--- src/rtl/l1_cache_pkg.sv ---
// Shared types and helpers for the direct-mapped L1 cache.
package l1_cache_pkg;
  localparam int C_S_BITS = 3;

  typedef logic [11-C_S_BITS:0] lc3b_c_tag;
  typedef logic [C_S_BITS-1:0]  lc3b_c_index;
  typedef logic [2:0]           lc3b_c_offset;
  typedef logic [127:0]         lc3b_c_block;
  typedef logic [15:0]          lc3b_pmem_addr;

  typedef enum logic [1:0] {
    ST_IDLE,
    ST_WRITEBACK,
    ST_FILL
  } cache_state_e;

  // Merge the enabled byte lanes of wdata into word w of a line.
  function automatic lc3b_c_block merge_word(input lc3b_c_block line, input lc3b_c_offset w,
                                             input logic [1:0] be, input logic [15:0] wdata);
    lc3b_c_block r;
    r = line;
    if (be[0]) r[{w, 4'b0000} +: 8] = wdata[7:0];
    if (be[1]) r[{w, 4'b1000} +: 8] = wdata[15:8];
    return r;
  endfunction
endpackage

--- src/rtl/l1_cache_control.sv ---
// Miss-handling FSM: IDLE serves hits, WRITEBACK evicts a dirty victim, FILL installs the line.
module cache_control
  import l1_cache_pkg::*;
(
  input  logic clk,
  input  logic reset,
  input  logic request,
  input  logic hit,
  input  logic dirty_victim,
  input  logic pmem_resp,
  output logic idle,
  output logic mem_resp,
  output logic pmem_read,
  output logic pmem_write,
  output logic load_line,
  output logic clr_dirty
);
  cache_state_e state_q, state_d;
  logic         gap_q, gap_d;

  always_ff @(posedge clk) begin
    if (reset) begin
      state_q <= ST_IDLE;
      gap_q   <= 1'b0;
    end else begin
      state_q <= state_d;
      gap_q   <= gap_d;
    end
  end

  always_comb begin
    state_d    = state_q;
    gap_d      = 1'b0;
    idle       = 1'b0;
    mem_resp   = 1'b0;
    pmem_read  = 1'b0;
    pmem_write = 1'b0;
    load_line  = 1'b0;
    clr_dirty  = 1'b0;
    case (state_q)
      ST_IDLE: begin
        idle = 1'b1;
        if (request) begin
          if (hit) mem_resp = 1'b1;
          else     state_d  = dirty_victim ? ST_WRITEBACK : ST_FILL;
        end
      end
      ST_WRITEBACK: begin
        pmem_write = 1'b1;
        if (pmem_resp) begin
          clr_dirty = 1'b1;
          gap_d     = 1'b1;
          state_d   = ST_FILL;
        end
      end
      ST_FILL: begin
        // First FILL cycle after a write-back is dead: strobes low, a lingering pmem_resp ignored.
        if (!gap_q) begin
          pmem_read = 1'b1;
          if (pmem_resp) begin
            load_line = 1'b1;
            state_d   = ST_IDLE;
          end
        end
      end
      default: state_d = ST_IDLE;
    endcase
  end
endmodule

--- src/rtl/l1_cache.sv ---
// Direct-mapped write-back/write-allocate L1: tag/data arrays and datapath muxes.
module l1_cache
  import l1_cache_pkg::*;
#(
  parameter int S_BITS = 3
) (
  input  logic         clk,
  input  logic         reset,
  input  logic [15:0]  mem_address,
  input  logic         mem_read,
  input  logic         mem_write,
  input  logic [1:0]   mem_byte_enable,
  input  logic [15:0]  mem_wdata,
  output logic [15:0]  mem_rdata,
  output logic         mem_resp,
  output logic [15:0]  pmem_address,
  output logic         pmem_read,
  output logic         pmem_write,
  output logic [127:0] pmem_wdata,
  input  logic [127:0] pmem_rdata,
  input  logic         pmem_resp
);
  localparam int NSETS = 1 << S_BITS;
  localparam int TAG_W = 12 - S_BITS;

  logic [NSETS-1:0]             valid_q, valid_d, dirty_q, dirty_d;
  logic [NSETS-1:0][TAG_W-1:0]  tag_q, tag_d;
  lc3b_c_block [NSETS-1:0]      data_q, data_d;
  logic [11:0]                  miss_addr_q, miss_addr_d;

  logic [TAG_W-1:0]  cur_tag;
  logic [S_BITS-1:0] cur_idx, live_idx;
  lc3b_c_offset      word;
  logic              idle, hit, dirty_victim, request;
  logic              load_line, clr_dirty, write_hit;
  logic              unused_addr_bit;

  assign unused_addr_bit = mem_address[0];

  // The line address is frozen while a miss is outstanding so a withdrawn
  // request still installs the line it started fetching.
  assign miss_addr_d = idle ? mem_address[15:4] : miss_addr_q;
  assign cur_tag     = miss_addr_d[11:S_BITS];
  assign cur_idx     = miss_addr_d[S_BITS-1:0];
  assign live_idx    = mem_address[3+S_BITS:4];
  assign word        = mem_address[3:1];

  assign request      = mem_read | mem_write;
  assign hit          = valid_q[cur_idx] && (tag_q[cur_idx] == cur_tag);
  assign dirty_victim = valid_q[cur_idx] && dirty_q[cur_idx];

  cache_control u_ctrl (
    .clk          (clk),
    .reset        (reset),
    .request      (request),
    .hit          (hit),
    .dirty_victim (dirty_victim),
    .pmem_resp    (pmem_resp),
    .idle         (idle),
    .mem_resp     (mem_resp),
    .pmem_read    (pmem_read),
    .pmem_write   (pmem_write),
    .load_line    (load_line),
    .clr_dirty    (clr_dirty)
  );

  assign write_hit = mem_resp && mem_write && !reset;

  always_comb begin
    valid_d = valid_q;
    dirty_d = dirty_q;
    tag_d   = tag_q;
    data_d  = data_q;
    if (write_hit && (mem_byte_enable != 2'b00)) begin
      data_d[cur_idx]  = merge_word(data_q[cur_idx], word, mem_byte_enable, mem_wdata);
      dirty_d[cur_idx] = 1'b1;
    end
    if (clr_dirty && !reset) dirty_d[cur_idx] = 1'b0;
    if (load_line && !reset) begin
      data_d[cur_idx]  = pmem_rdata;
      tag_d[cur_idx]   = cur_tag;
      valid_d[cur_idx] = 1'b1;
      dirty_d[cur_idx] = 1'b0;
    end
  end

  always_ff @(posedge clk) begin
    if (reset) begin
      valid_q <= '0;
      dirty_q <= '0;
    end else begin
      valid_q <= valid_d;
      dirty_q <= dirty_d;
    end
    tag_q       <= tag_d;
    data_q      <= data_d;
    miss_addr_q <= miss_addr_d;
  end

  always_comb begin
    pmem_address = '0;
    pmem_wdata   = '0;
    if (pmem_write) begin
      pmem_address = {tag_q[cur_idx], cur_idx, 4'b0000};
      pmem_wdata   = data_q[cur_idx];
    end else if (pmem_read) begin
      pmem_address = {cur_tag, cur_idx, 4'b0000};
    end
  end

  assign mem_rdata = data_q[live_idx][{word, 4'b0000} +: 16];
endmodule

--- config.mk ---
export PLATFORM = sky130hd
export DESIGN_NAME = l1_cache
export DESIGN_NICKNAME = d
export VERILOG_FILES = /design/src/rtl/l1_cache_pkg.sv /design/src/rtl/l1_cache_control.sv /design/src/rtl/l1_cache.sv
export SDC_FILE = /design/constraint.sdc
export NUM_CORES = 2
export LEC_CHECK = 0
export CORE_MARGIN = 10
export CORE_UTILIZATION = 30
export CTS_CLUSTER_DIAMETER = 40
export DETAILED_ROUTE_END_ITERATION = 8
export PLACE_DENSITY_LB_ADDON = 0.3
export SLEW_MARGIN = 20
export SYNTH_ARGS = -nofsm -noshare
export SYNTH_HDL_FRONTEND = slang
export SYNTH_SLANG_ARGS = --single-unit
--- constraint.sdc ---
create_clock -name clk -period 19.25 [get_ports clk]
set_input_delay 5.775 -clock clk [delete_from_list [all_inputs] [get_ports clk]]
set_output_delay 5.775 -clock clk [all_outputs]
set_load 0.005 [all_outputs]
==> reports/qor.yml <==
synth:
  synth_edf_count: 840
  syn_inst: 6123
  ys_ff_latch: 1127
  synth_sequential_area_ratio_pct: 48.96
  ys.flop_type: "edfxtp_1"
  netlist_top_cells_area: "edfxtp_1 40%, mux4_2 10%, dfxtp_1 9.1%"
  synth_top_area_share_pct: 39.88
  synthArstFlopShare_pct: 0
  synth_area_um2: 63250
  yosys.area.top_type: "edfxtp_1"
  ys_types: 82
  syn_avg_cell_area_um2: 10.33
  yosys_warnings: 0
clock_tree:
  h-tree-depth: 4
  post_cts_buffers: 0
  cts_hold_buf: 0
  clk_pin_slew_ns: 0.06
  numCtsBuffers: 190
  clock_latency_ns: 0.86
  cts_root_buffer: "clkbuf_16"
  cts_num_sinks: 1127
  cts_resized: 0
  cts.path.max_buffers: 3
  cts_tree: "built"
die:
  ios: 330
  num_rows: 168
  core_area_um2: 209600
  initial_utilization_pct: 30.18
  die_x_um: 479.2
  dieHeight_um: 479.2
  die_area_um2: 229600
routing:
  wl_met1_um: 114000
  drtPass1Iterations: 8
  post-route-drc-count: 0
  top_layer_used: "met5"
  totalWireLength_um: 314200
  first_iter_violations: 9271
  vias: 57200
  wl_met3_um: 46800
  viasPerCell: 6.271
  wl_per_cell_um: 34.44
  wl_met2_um: 130300
  ant_nets: 0
finish:
  fillCellCount: 20640
  final_common_cell: "nand2_1"
  layout.nets: 6291
  area_delta_synth_final_pct: 19.41
  layout-drive-gt1-share_pct: 13.68
  final_core_util_pct: 36.04
  final_cell_mix: "1,057 x nand2_1, 840 x edfxtp_1, 736 x o21ai_0, 394 x a22oi_1, 317 x clkdlybuf4s50_1"
sta:
  hold_slack_ns: 0.4671
  max_slew_margin_pct: 10.61
  skew_ns: 0.06432
  fmax_mhz: 58.19
  tns_ns: 0
  drv_slew: 0
  final.setup.worst_slack_ns: 2.064
  final.period_utilization_pct: 89.28
  fin_crit_ns: 17.19
  tightest_slew_ns: 1.341
  rsz0062_at_grt: "false"
  hold_violations: 0
  finalSetupViolations: 0
placement:
  numPortBuffers: 324
  dp_slack_ns: 2.277
  gp_congestion: 0.9637
  dp_hpwl_um: 180800
critical_path:
  ff2ff_path_depth: 13
  worstPathArrival_ns: 11.41
  cp-end-kind: "output port"
  worstSetupPathType: "in2out"
  startpoint_type: "input port"
  worstPathRequired_ns: 13.47
  path_max_fanout: 57
grt:
  grt_pass1_vias: 53910
  grt.total_usage_pct: 25.87
  grt_max_degree: 128
  antenna_found_initial: 67
  grt_pass1_wl_um: 428800
  grt.overflow.total: 0
power_and_ir_drop:
  cellLeakagePower_uw: 0.02354
  ir_drop_mv: 0.1036
  total_power_uw: 10110
  p_per_area_nw_per_um2: 133.9
worst_hold_path:
  min_path_cells: 2
  min-delay-path-class: "reg2reg"
flow_run:
  max_cap_violations: 0
outcome:
  outcome: "complete, no violations"
[power breakdown]
group / internal [uW] / leakage [uW] / switching [uW]
combinational: 1080 / 0.0111 / 2330
clock: 2210 / 0.00324 / 1350
sequential: 2920 / 0.00914 / 225
total: 6210 / 0.0235 / 3900
[kinds of logic (layout without fill, tap and decap cells)]
logic type | after synthesis | count (layout) | synth area share (%)
AOI/OAI and AO/OA | 1892 | 1892 | 18.93
muxes | 574 | 574 | 14.66
buffers and inverters | 724 | 883 | 4.795
other | 1 | 36 | 0.005929
DFF | 1127 | 1127 | 48.96
xor gates and xnor gates | 3 | 3 | 0.04155
adders and majority gates | 6 | 6 | 0.1187
and+or+nand+nor | 1796 | 1796 | 12.48
[synthesized netlist by cell type, drive strengths merged, types with 118 or more instances]
master and number:
a21oi 156, a22oi 395, dfxtp 287, nand2 1064
edfxtp 840, o21ai 805, buf 259, nor2 343
mux2i 274, a22o 118, clkbuf 406, mux4 280
[cell type report]
| class | instances | area, um^2 | area share [%] |
|---|---|---|---|
| Antenna cell | 32 | 80.08 | 0.1060 |
| Timing Repair Buffer | 465 | 4443 | 5.883 |
| Sequential cell | 1127 | 30970 | 41.00 |
| Clock buffer | 232 | 5136 | 6.800 |
| Multi-Input combinational cell | 4275 | 29590 | 39.17 |
| Inverter | 59 | 239.0 | 0.3164 |
| Tap cell | 2805 | 3510 | 4.647 |
| Clock inverter | 127 | 1564 | 2.071 |
[path summary, 6_finish.rpt]
path | start | to | slack [ns]
max reg2reg | miss_addr_q[0] | register | 11.91
min | valid_q[0] | valid_q[0] | 0.47
max | mem_address[4] | mem_resp | 2.06
min reg2reg | valid_q[0] | valid_q[0] | 0.47
[stage by stage]
step / instance area, um^2 / cells
global placement: 68720 / 8730
detailed placement: 68720 / 8730
floorplan: 63260 / 6126
CTS: 75420 / 9089
global route: 75490 / 9105
finish: 75530 / 9122
[worst max-delay path: stages]
cell             delay (ns)
buf_8                  0.38
or3b_1                 0.61
and2_4                 0.42
inv_4                  0.49
a211oi_1               0.16
or4_1                  0.59
xnor2_1                0.18
nand4bb_1              0.89
nor2_1                 0.95
o21a_1                 0.24
clkdlybuf4s50_1        0.52
[per-layer routing]
layer | vias up | global-route usage [%]
met5 | - | 0
met4 | 62 | 16.93
met3 | 1033 | 9.468
met2 | 4960 | 36.64
met1 | 28020 | 32.91
li1 | 23120 | -
No activity file was read; power rests on OpenSTA's default activity.
